### src/rtl/ls_pkg.sv
`default_nettype none
// ============================================================================
// Module  : ls_pkg
// Purpose : Shared definitions for the load/store sequencer: operation codes,
//           FSM state encoding and access-classification helpers.
// Contents: OP_* op encodings, state_t enum, is_aligned(), is_load()
// Revision: 1.0 - initial release
// ============================================================================
package ls_pkg;

  // Operation codes presented on the op port. Bit 2 distinguishes stores.
  localparam logic [2:0] OP_LW = 3'b000;
  localparam logic [2:0] OP_LH = 3'b001;
  localparam logic [2:0] OP_LB = 3'b010;
  localparam logic [2:0] OP_SW = 3'b100;
  localparam logic [2:0] OP_SH = 3'b101;
  localparam logic [2:0] OP_SB = 3'b110;

  typedef enum logic [2:0] {
    ST_IDLE = 3'd0,
    ST_RD   = 3'd1,
    ST_WR   = 3'd2,
    ST_DONE = 3'd3,
    ST_ERR  = 3'd4
  } state_t;

  // Returns 1 only for a legal op whose byte offset suits its access size.
  // Illegal op codes report as misaligned so a single test covers both
  // error causes.
  function automatic logic is_aligned(input logic [2:0] op, input logic [1:0] lo);
    logic ok;
    ok = 1'b0;
    case (op)
      OP_LW, OP_SW: ok = (lo == 2'b00);
      OP_LH, OP_SH: ok = ~lo[0];
      OP_LB, OP_SB: ok = 1'b1;
      default:      ok = 1'b0;
    endcase
    return ok;
  endfunction

  // True for the three load codes; only meaningful for legal ops.
  function automatic logic is_load(input logic [2:0] op);
    return (op == OP_LW) || (op == OP_LH) || (op == OP_LB);
  endfunction

endpackage
`default_nettype wire

### src/rtl/lane_mux.sv
`default_nettype none
// ============================================================================
// Module  : lane_mux
// Purpose : Byte-lane steering for little-endian word memory. Extracts and
//           sign-extends load data, and merges partial store data into a
//           word read from memory.
// Ports   : i_op     - operation code (ls_pkg OP_*)
//           i_lo     - byte offset within the word (addr[1:0])
//           i_word   - word read from memory
//           i_wdata  - store data (SH uses [15:0], SB uses [7:0])
//           o_load   - extracted, sign-extended load value
//           o_store  - full word to write back
// Revision: 1.0 - initial release
// ============================================================================
module lane_mux
  import ls_pkg::*;
(
  input  logic [2:0]  i_op,
  input  logic [1:0]  i_lo,
  input  logic [31:0] i_word,
  input  logic [31:0] i_wdata,
  output logic [31:0] o_load,
  output logic [31:0] o_store
);

  logic [15:0] w_half;
  logic [7:0]  w_byte;

  always_comb begin
    w_half = i_lo[1] ? i_word[31:16] : i_word[15:0];

    w_byte = i_word[7:0];
    case (i_lo)
      2'd0:    w_byte = i_word[7:0];
      2'd1:    w_byte = i_word[15:8];
      2'd2:    w_byte = i_word[23:16];
      2'd3:    w_byte = i_word[31:24];
      default: w_byte = i_word[7:0];
    endcase

    o_load = i_word;
    case (i_op)
      OP_LH:   o_load = {{16{w_half[15]}}, w_half};
      OP_LB:   o_load = {{24{w_byte[7]}}, w_byte};
      default: o_load = i_word;
    endcase

    // Start from the memory word and overwrite only the addressed lane(s).
    o_store = i_word;
    case (i_op)
      OP_SW: o_store = i_wdata;
      OP_SH: begin
        if (i_lo[1]) o_store[31:16] = i_wdata[15:0];
        else         o_store[15:0]  = i_wdata[15:0];
      end
      OP_SB: begin
        case (i_lo)
          2'd0:    o_store[7:0]   = i_wdata[7:0];
          2'd1:    o_store[15:8]  = i_wdata[7:0];
          2'd2:    o_store[23:16] = i_wdata[7:0];
          2'd3:    o_store[31:24] = i_wdata[7:0];
          default: o_store[7:0]   = i_wdata[7:0];
        endcase
      end
      default: o_store = i_word;
    endcase
  end

endmodule
`default_nettype wire

### src/rtl/ls_sequencer.sv
`default_nettype none
// ============================================================================
// Module  : ls_sequencer
// Purpose : Multicycle load/store sequencer between the control unit and the
//           shared memory port. Handles one request at a time; word, half and
//           byte accesses, with read-modify-write for partial stores.
// Params  : MEM_LAT   - cycles from mem_addr valid to mem_rdata valid (>=1)
// Ports   : clk, reset (async, active-low)
//           start/op/addr/wdata  - request from control unit
//           busy/done/err/rdata  - status and load result to control unit
//           mem_addr/mem_w/mem_wdata/mem_rdata - memory port
// Revision: 1.0 - initial release
// ============================================================================
module ls_sequencer
  import ls_pkg::*;
#(
  parameter int MEM_LAT = 2
) (
  input  logic        clk,
  input  logic        reset,
  input  logic        start,
  input  logic [2:0]  op,
  input  logic [31:0] addr,
  input  logic [31:0] wdata,
  output logic        busy,
  output logic        done,
  output logic        err,
  output logic [31:0] rdata,
  output logic [31:0] mem_addr,
  output logic        mem_w,
  output logic [31:0] mem_wdata,
  input  logic [31:0] mem_rdata
);

  localparam int               CNT_W    = $clog2(MEM_LAT + 1);
  localparam logic [CNT_W-1:0] CNT_LOAD = CNT_W'(MEM_LAT - 1);

  state_t           r_state;
  state_t           w_next;
  logic [CNT_W-1:0] r_cnt;
  logic [2:0]       r_op;
  logic [1:0]       r_lo;
  logic [31:0]      r_mem_addr;
  logic [31:0]      r_mem_wdata;
  logic [31:0]      r_rdata;

  logic             w_accept;
  logic             w_ok;
  logic             w_capture;
  logic [31:0]      w_load;
  logic [31:0]      w_store;

  assign w_accept  = (r_state == ST_IDLE) && start;
  assign w_ok      = is_aligned(op, addr[1:0]);
  assign w_capture = (r_state == ST_RD) && (r_cnt == '0);

  // r_mem_wdata carries the raw store data until the read completes, at
  // which point it is replaced by the merged word; so it doubles as the
  // captured-word register for partial stores.
  lane_mux u_lane_mux (
    .i_op    (r_op),
    .i_lo    (r_lo),
    .i_word  (mem_rdata),
    .i_wdata (r_mem_wdata),
    .o_load  (w_load),
    .o_store (w_store)
  );

  // --------------------------------------------------------------------------
  // FSM state register
  // --------------------------------------------------------------------------
  always_ff @(posedge clk or negedge reset) begin
    if (!reset) begin
      r_state <= ST_IDLE;
    end else begin
      r_state <= w_next;
    end
  end

  // --------------------------------------------------------------------------
  // Next state and state-decoded outputs. Outputs come straight from the
  // state register so that an asynchronous reset drops mem_w immediately.
  // --------------------------------------------------------------------------
  always_comb begin
    w_next = r_state;
    busy   = 1'b0;
    done   = 1'b0;
    err    = 1'b0;
    mem_w  = 1'b0;

    case (r_state)
      ST_IDLE: begin
        if (start) begin
          if (!w_ok)            w_next = ST_ERR;
          else if (op == OP_SW) w_next = ST_WR;
          else                  w_next = ST_RD;
        end
      end
      ST_RD: begin
        busy = 1'b1;
        if (r_cnt == '0) begin
          w_next = is_load(r_op) ? ST_DONE : ST_WR;
        end
      end
      ST_WR: begin
        busy   = 1'b1;
        mem_w  = 1'b1;
        w_next = ST_DONE;
      end
      ST_DONE: begin
        busy   = 1'b1;
        done   = 1'b1;
        w_next = ST_IDLE;
      end
      ST_ERR: begin
        busy   = 1'b1;
        done   = 1'b1;
        err    = 1'b1;
        w_next = ST_IDLE;
      end
      default: begin
        w_next = ST_IDLE;
      end
    endcase
  end

  // --------------------------------------------------------------------------
  // Request latches, latency counter and result registers
  // --------------------------------------------------------------------------
  always_ff @(posedge clk or negedge reset) begin
    if (!reset) begin
      r_cnt       <= '0;
      r_op        <= OP_LW;
      r_lo        <= 2'b00;
      r_mem_addr  <= '0;
      r_mem_wdata <= '0;
      r_rdata     <= '0;
    end else if (w_accept && w_ok) begin
      // Error requests latch nothing: no memory access is made for them.
      r_cnt       <= CNT_LOAD;
      r_op        <= op;
      r_lo        <= addr[1:0];
      r_mem_addr  <= {addr[31:2], 2'b00};
      r_mem_wdata <= wdata;
    end else if (r_state == ST_RD) begin
      if (!w_capture) begin
        r_cnt <= r_cnt - CNT_W'(1);
      end else if (is_load(r_op)) begin
        r_rdata <= w_load;
      end else begin
        r_mem_wdata <= w_store;
      end
    end
  end

  assign rdata     = r_rdata;
  assign mem_addr  = r_mem_addr;
  assign mem_wdata = r_mem_wdata;

endmodule
`default_nettype wire

### config.mk
export PLATFORM = sky130hd
export DESIGN_NAME = ls_sequencer
export DESIGN_NICKNAME = d
export VERILOG_FILES = /design/src/rtl/ls_pkg.sv /design/src/rtl/lane_mux.sv /design/src/rtl/ls_sequencer.sv
export SDC_FILE = /design/constraint.sdc
export NUM_CORES = 1
export LEC_CHECK = 0
export ABC_CLOCK_PERIOD_IN_PS = 1880
export CAP_MARGIN = 20
export CORE_ASPECT_RATIO = 1.4
export CORE_MARGIN = 2
export CORE_UTILIZATION = 42
export CTS_CLUSTER_DIAMETER = 150
export DETAILED_ROUTE_END_ITERATION = 6
export PLACE_DENSITY = 0.86
export SKIP_CTS_REPAIR_TIMING = 1
export SLEW_MARGIN = 20
export SYNTH_ARGS = -nofsm -noshare
export SYNTH_HDL_FRONTEND = slang
export SYNTH_HIERARCHICAL = 1
export SYNTH_SLANG_ARGS = --single-unit
### constraint.sdc
create_clock -name clk -period 1.88 [get_ports clk]
set_clock_uncertainty 0.05 [all_clocks]
set_input_delay 0.376 -clock clk [delete_from_list [all_inputs] [get_ports clk]]
set_output_delay 0.376 -clock clk [all_outputs]
set_load 0.02 [all_outputs]
---- Word-level counts from Yosys, hierarchy flattened ----
Cells that the tools add are included.
Widths: inputs -> output; s select.
storage, ports and cells
  output and inout bits ................... 100
  word-level logic and storage cells ...... 88
  bits of input ports ..................... 102
  flip-flop bits (word level) ............. 104
operators by class
  $add $sub $neg .......................... 1
  reductions and logical operators ........ 24
  bitwise gates (word level) .............. 2
  equality and inequality tests ........... 24
  mux-type cells .......................... 28
operators with widths
  cell                number
  $mux 32             4
  $pmux 32 s3         1
  $pmux 32 s2         1
  $mux 16             3
  $mux 8              4
  $pmux 8 s4          1
  $eq 3x3->1 const B  7
  $eq 3x2->1 const B  4
  $eq 3x1->1 const B  3
  $logic_not 3->1     3
  $mux 3              3
  $pmux 3 s3          1
  $mux 2              4
  $reduce_and 4->1    2
  $reduce_or 2->1     4
  $logic_not 2->1     3
  $ne 2x2->1 const B  3
  $ne 3x3->1 const B  2
  $reduce_and 6->1    1
  $mux 1              5
  $reduce_and 5->1    1
  $eq 2x2->1 const B  2
  $ne 2x1->1 const B  2
  $reduce_and 2->1    2
  8 further kinds     13

---- Longest topological paths before layout ----
  depth after elaboration ................. 7
  depth in mapped cells ................... 8
  depth with buffers taken out ............ 6

---- Cells and area by module ----
Netlist, hierarchy kept.
modules (own cells, without submodules)
  module        area each (µm²)  sequential area each (µm²)  times used  cells each
  ls_sequencer  4454.3           2602.5                      1           294
  lane_mux      1632.8           0.0                         1           222

---- Worst setup path before layout ----
Ideal clock, no wire load.
  path type ............................... flip-flop to flip-flop
  start ................................... register r_op[0]
  end ..................................... register r_mem_wdata[10], in the netlist mem_wdata[10]
  cell stages (with the launch flop) ...... 7
  path slack .............................. -192 ps
  data required time ...................... 1705 ps
  clock period less this slack ............ 2072 ps
  data arrival time ....................... 1897 ps
  buffers on the path ..................... 1
  library setup time ...................... 125 ps
  cell sequence ........................... dfrtp_1 -> buf_4 -> a21oi_2 -> o21ai_1 -> a221o_1 -> mux2_1 -> mux2_2
between the ends
  word-level cells in the longest chain between the ends .. 6
  elaborated cells between the ends (all ways) .. 17
  those cells by class .................... eq/ne (8); mux (5); reduce/logical (4)
RTL lines
  item                    line                 text
  start, declared         ls_sequencer.sv:41   logic [2:0] r_op;
  start signal, assigned  ls_sequencer.sv:141  r_op <= op;
  $eq 3x3->1              lane_mux.sv:50       case (i_op)
  $pmux 32 s3 (*)         lane_mux.sv:50
  net w_store[10]         ls_sequencer.sv:51   logic [31:0] w_store;
  $mux 32 (*)             ls_sequencer.sv:148  end else if (is_load(r_op)) begin
  $mux 32 (*)             ls_sequencer.sv:146  if (!w_capture) begin
  $mux 32 (*)             ls_sequencer.sv:145  end else if (r_state == ST_RD) begin
  $mux 32 (*)             ls_sequencer.sv:138  end else if (w_accept && w_ok) begin
  end signal, assigned    ls_sequencer.sv:144  r_mem_wdata <= wdata;
  end signal, assigned    ls_sequencer.sv:151  r_mem_wdata <= w_store;
  end, declared           ls_sequencer.sv:44   logic [31:0] r_mem_wdata;
The timed path passes the listed nets; every way through them passes the cells marked *. The select of a mux whose other input is x is not followed.
A chain may end at the register's enable or synchronous reset.

---- Worst setup path in the final report ----
  start ................................... register r_op[0]
  end ..................................... register r_mem_wdata[8], in the netlist mem_wdata[8]
The elaborated chain is that of the path after synthesis.

==> report_table.html <==
<table>
<tr><th>Metric</th><th>Value</th></tr>
<tr><th colspan="2">Run status</th></tr>
<tr><td>Run status</td><td>finished, violations left</td></tr>
<tr><td>Violations in the final reports</td><td>setup timing</td></tr>
<tr><th colspan="2">Synth</th></tr>
<tr><td>Gate count of the mapped netlist</td><td>516</td></tr>
<tr><td>Post-synthesis cell area</td><td>6090 µm²</td></tr>
<tr><td>Fraction of post-synthesis cell area in the top cell type by area</td><td>0.428</td></tr>
<tr><td>Number of flops mapped to enable cells by yosys</td><td>0</td></tr>
<tr><td>Dominant cell type by area after synthesis</td><td>sky130_fd_sc_hd__dfrtp_1</td></tr>
<tr><td>Share of flip-flops with an asynchronous set or reset</td><td>1.00</td></tr>
<tr><td>Main flop type after synthesis</td><td>sky130_fd_sc_hd__dfrtp_1</td></tr>
<tr><td>Cell types with the largest area share after synthesis</td><td>sky130_fd_sc_hd__dfrtp_1 (43%), sky130_fd_sc_hd__mux2_1 (18%), sky130_fd_sc_hd__mux2_2 (7.6%)</td></tr>
<tr><td>Average size of a mapped cell</td><td>11.8 µm²</td></tr>
<tr><td>Ys Warns</td><td>6</td></tr>
<tr><td>Number of distinct library cell variants in the gate-level netlist after synthesis</td><td>54</td></tr>
<tr><td>Post-synthesis sequential area ratio</td><td>0.428</td></tr>
<tr><td>Synthesis-stage register bit count</td><td>104</td></tr>
<tr><th colspan="2">Final layout</th></tr>
<tr><td>ANT cells</td><td>0</td></tr>
<tr><td>FF+latch area</td><td>2610 µm²</td></tr>
<tr><td>Ratio of cells with drive above 1 in the final layout</td><td>0.315</td></tr>
<tr><td>NumNets Final</td><td>889</td></tr>
<tr><td>Final std cell area, no fill</td><td>9750 µm²</td></tr>
<tr><td>Area Growth Syn to Fin</td><td>60.2%</td></tr>
<tr><td>Post-layout instance count excluding filler cells</td><td>980</td></tr>
<tr><td>Number of inserted filler cells in the final layout</td><td>1082</td></tr>
<tr><td>Total area of multi-input combinational cells</td><td>3590 µm²</td></tr>
<tr><th colspan="2">Place</th></tr>
<tr><td>Port Buffer Count</td><td>199</td></tr>
<tr><td>Placed wire-length estimate after detailed placement</td><td>15300 µm</td></tr>
<tr><td>Cell Count Post-Placement</td><td>945</td></tr>
<tr><td>Routability congestion estimate from global placement</td><td>0.911</td></tr>
<tr><td>Post-placement cell area</td><td>8860 µm²</td></tr>
<tr><th colspan="2">Floorplan</th></tr>
<tr><td>Overall die width</td><td>106 µm</td></tr>
<tr><td>Floorplan Core Area</td><td>14300 µm²</td></tr>
<tr><td>Effective utilization at floorplan</td><td>0.425</td></tr>
<tr><td>Area of the die</td><td>15500 µm²</td></tr>
<tr><td>IO Count</td><td>202</td></tr>
<tr><td>Number of core rows</td><td>52</td></tr>
<tr><td>Die span in y</td><td>146 µm</td></tr>
<tr><th colspan="2">STA</th></tr>
<tr><td>Transition time of the tightest slew-check pin</td><td>0.594 ns</td></tr>
<tr><td>Hold Slack</td><td>0.363 ns</td></tr>
<tr><td>Final setup margin</td><td>-0.256 ns</td></tr>
<tr><td>Hold Vio Cnt, Final</td><td>0</td></tr>
<tr><td>Top achievable clock speed</td><td>468 MHz</td></tr>
<tr><td>Share of the clock period used by the worst path</td><td>1.14</td></tr>
<tr><td>Clock period minus final worst setup slack</td><td>2.14 ns</td></tr>
<tr><td>Number of max-slew violations in the final report</td><td>0</td></tr>
<tr><td>Final setup vio count</td><td>56</td></tr>
<tr><td>Setup_tns</td><td>-9.15 ns</td></tr>
<tr><td>RSZ-0062 raised after global routing</td><td>yes</td></tr>
<tr><td>Max_slew headroom</td><td>0.603</td></tr>
<tr><th colspan="2">GRT</th></tr>
<tr><td>Sum of overflow across all layers after global routing</td><td>0</td></tr>
<tr><td>Via count of the first global-routing pass</td><td>5605</td></tr>
<tr><td>Combined global-route utilization of all metal layers</td><td>0.248</td></tr>
<tr><td>Initial antenna violation count</td><td>0</td></tr>
<tr><td>Pin count of the biggest net entering global routing</td><td>46</td></tr>
<tr><td>First-pass GRT wire length</td><td>30200 µm</td></tr>
<tr><th colspan="2">Worst setup path</th></tr>
<tr><td>Worst-path cell with the longest stage delay</td><td>sky130_fd_sc_hd__dfrtp_4</td></tr>
<tr><td>Worst Setup Path Type</td><td>reg -&gt; reg</td></tr>
<tr><td>Family with the most delay on the worst path</td><td>flip-flops</td></tr>
<tr><td>Ordered cell list for the critical path</td><td>buf_12 -&gt; nor3b_4 -&gt; o21ai_4 -&gt; a221o_1 -&gt; mux2_4 -&gt; mux2_4</td></tr>
<tr><td>Worst path most repeated cell</td><td>sky130_fd_sc_hd__mux2_4</td></tr>
<tr><td>Max Fanout on Critical Path</td><td>8</td></tr>
<tr><td>Required time of the critical path</td><td>2.06 ns</td></tr>
<tr><td>Longest individual stage delay on the worst path</td><td>0.54 ns</td></tr>
<tr><td>Setup crit end kind</td><td>flop</td></tr>
<tr><td>Arr. time, crit path</td><td>2.32 ns</td></tr>
<tr><td>Startpoint type of the worst setup path</td><td>flop</td></tr>
<tr><td>Critical path buffer and inverter count</td><td>1</td></tr>
<tr><th colspan="2">Routing</th></tr>
<tr><td>Total routed wirelength</td><td>21000 µm</td></tr>
<tr><td>Wire per inst</td><td>21.4 µm</td></tr>
<tr><td>Remaining antenna violation count after routing</td><td>0</td></tr>
<tr><td>Detailed router's first-iteration violation count</td><td>414</td></tr>
<tr><td>Via count</td><td>5570</td></tr>
<tr><td>Drt pass-1 iters</td><td>6</td></tr>
<tr><td>DRC violation count after routing</td><td>0</td></tr>
<tr><td>DR vias/cell</td><td>5.68</td></tr>
<tr><th colspan="2">Clock tree</th></tr>
<tr><td>Number of buffers added by the clock tree synthesis step</td><td>9</td></tr>
<tr><td>Clock Tree Buf Depth</td><td>2</td></tr>
<tr><td>Level count of the clock H-tree</td><td>3</td></tr>
<tr><td>Clk slew on worst S/H paths</td><td>0.08 ns</td></tr>
<tr><td>Clock tree from TritonCTS</td><td>built</td></tr>
<tr><td>Clk Tree Root Cell</td><td>sky130_fd_sc_hd__clkbuf_16</td></tr>
<tr><td>Clock tree sinks</td><td>104</td></tr>
<tr><td>Source-to-sink clock delay at the later pin of the worst-skew pair</td><td>0.35 ns</td></tr>
<tr><th colspan="2">Flow run</th></tr>
<tr><td>Count of max-cap constraint violations</td><td>0</td></tr>
<tr><th colspan="2">Hold path</th></tr>
<tr><td>Hold/Removal Path Class</td><td>in -&gt; reg</td></tr>
<tr><th colspan="2">Power and ir drop</th></tr>
<tr><td>Leakage power figure</td><td>4.27 nW</td></tr>
<tr><td>Worst IR drop on VDD</td><td>0.865 mV</td></tr>
<tr><td>Power density cells</td><td>1750 nW/µm²</td></tr>
<tr><td>Power, Total</td><td>0.0171 W</td></tr>
</table>
-- per-layer routing --
layer / global-route usage / vias up / wire [µm]
met1: 0.296 / 2740 / 7900
met4: 0.111 / 0 / 924
li1: - / 2484 / -
met3: 0.0464 / 56 / 1330
met2: 0.433 / 290 / 10800
met5: 0 / - / 0
-- cell usage in the layout (no fill, tap or decap), drive strengths merged, types with 7 or more instances in the layout --
| master | count |
|---|---|
| o221ai | 8 |
| mux2 | 140 |
| a21oi | 13 |
| a221o | 24 |
| o21ai | 27 |
| clkdlybuf4s50 | 184 |
| clkbuf | 15 |
| o211a | 7 |
| dlymetal6s2s | 10 |
| nand3 | 25 |
| nand2 | 13 |
| nor2 | 9 |
| and3 | 8 |
| and2 | 8 |
| nor3b | 9 |
| nand2b | 14 |
| buf | 97 |
| a2bb2oi | 8 |
| mux2i | 8 |
| dfrtp | 104 |
| o211ai | 7 |
| inv | 13 |
-- logic make-up after synthesis --
logic type                 after synthesis  synth area share
AOI/OAI and AO/OA                      106             0.140
xor gates and xnor gates                 2           0.00411
adders and majority gates                1           0.00206
buffers and inverters                   51            0.0442
DFF                                    104             0.428
muxes                                  149             0.276
other                                    1          0.000616
and+or+nand+nor                        102             0.106
-- state kept, by name, summed over array words and instances, names as in the netlist --
signal,cells
mem_wdata,32
r_op,3
r_cnt,2
rdata,32
mem_addr,30
r_state,3
r_lo,2
-- tightest hold or removal path: cells and delay by family --
| family | cells | cell delay [ns] |
|---|---|---|
| buffers and inverters | 2 | 0.23 |
| multiplexers | 1 | 0.12 |
-- report_power, final --
group          leakage [nW]  total (W)  internal (W)  switching [W]
Clock                 0.141    0.00184      0.000928       0.000916
Sequential             1.23    0.00447       0.00340        0.00107
Combinational          2.90     0.0108       0.00576        0.00505
-- worst paths after layout --
kind	from	depth (start not counted)	slack, ns	endpoint
max reg2reg	r_op[0]	6	-0.26	mem_wdata[8]
min in group asynchronous	reset	2	0.43	mem_addr[30]
min	addr[1]	3	0.36	r_lo[1]
min reg2reg	mem_addr[19]	1	0.44	mem_addr[19]
max in group asynchronous	reset	3	0.75	r_lo[1]
max	r_op[0]	6	-0.26	mem_wdata[8]
-- layout make-up --
cell class | count | share of cell area
tap | 189 | 0.0242
clock inverter | 7 | 0.00680
clock buffer | 9 | 0.0231
timing repair buffer | 298 | 0.306
multi-input combinational | 362 | 0.368
sequential | 104 | 0.268
inverter | 11 | 0.00423
-- Yosys cell counts (all sizes together), types with 4 or more instances --
| master | n |
|---|---|
| a21oi | 13 |
| inv | 11 |
| and2 | 8 |
| dfrtp | 104 |
| nand2 | 13 |
| and3 | 8 |
| o221ai | 8 |
| nor2 | 9 |
| mux2i | 8 |
| buf | 34 |
| mux2 | 140 |
| a221o | 24 |
| a2bb2oi | 8 |
| nand2b | 14 |
| nor3b | 9 |
| o211a | 7 |
| o21ai | 27 |
| nor2b | 4 |
| clkbuf | 6 |
| nand3 | 25 |
| o211ai | 7 |
| o31ai | 4 |
-- through the flow --
stage / util / setup slack (ns)
2_1_floorplan: - / -0.0605
3_3_place_gp: 0.619 / -0.312
3_5_place_dp: 0.619 / -0.392
4_1_cts: 0.639 / -0.462
5_1_grt: 0.681 / -0.296
6_report: 0.681 / -0.256
No activity file was read; power rests on OpenSTA's default activity.
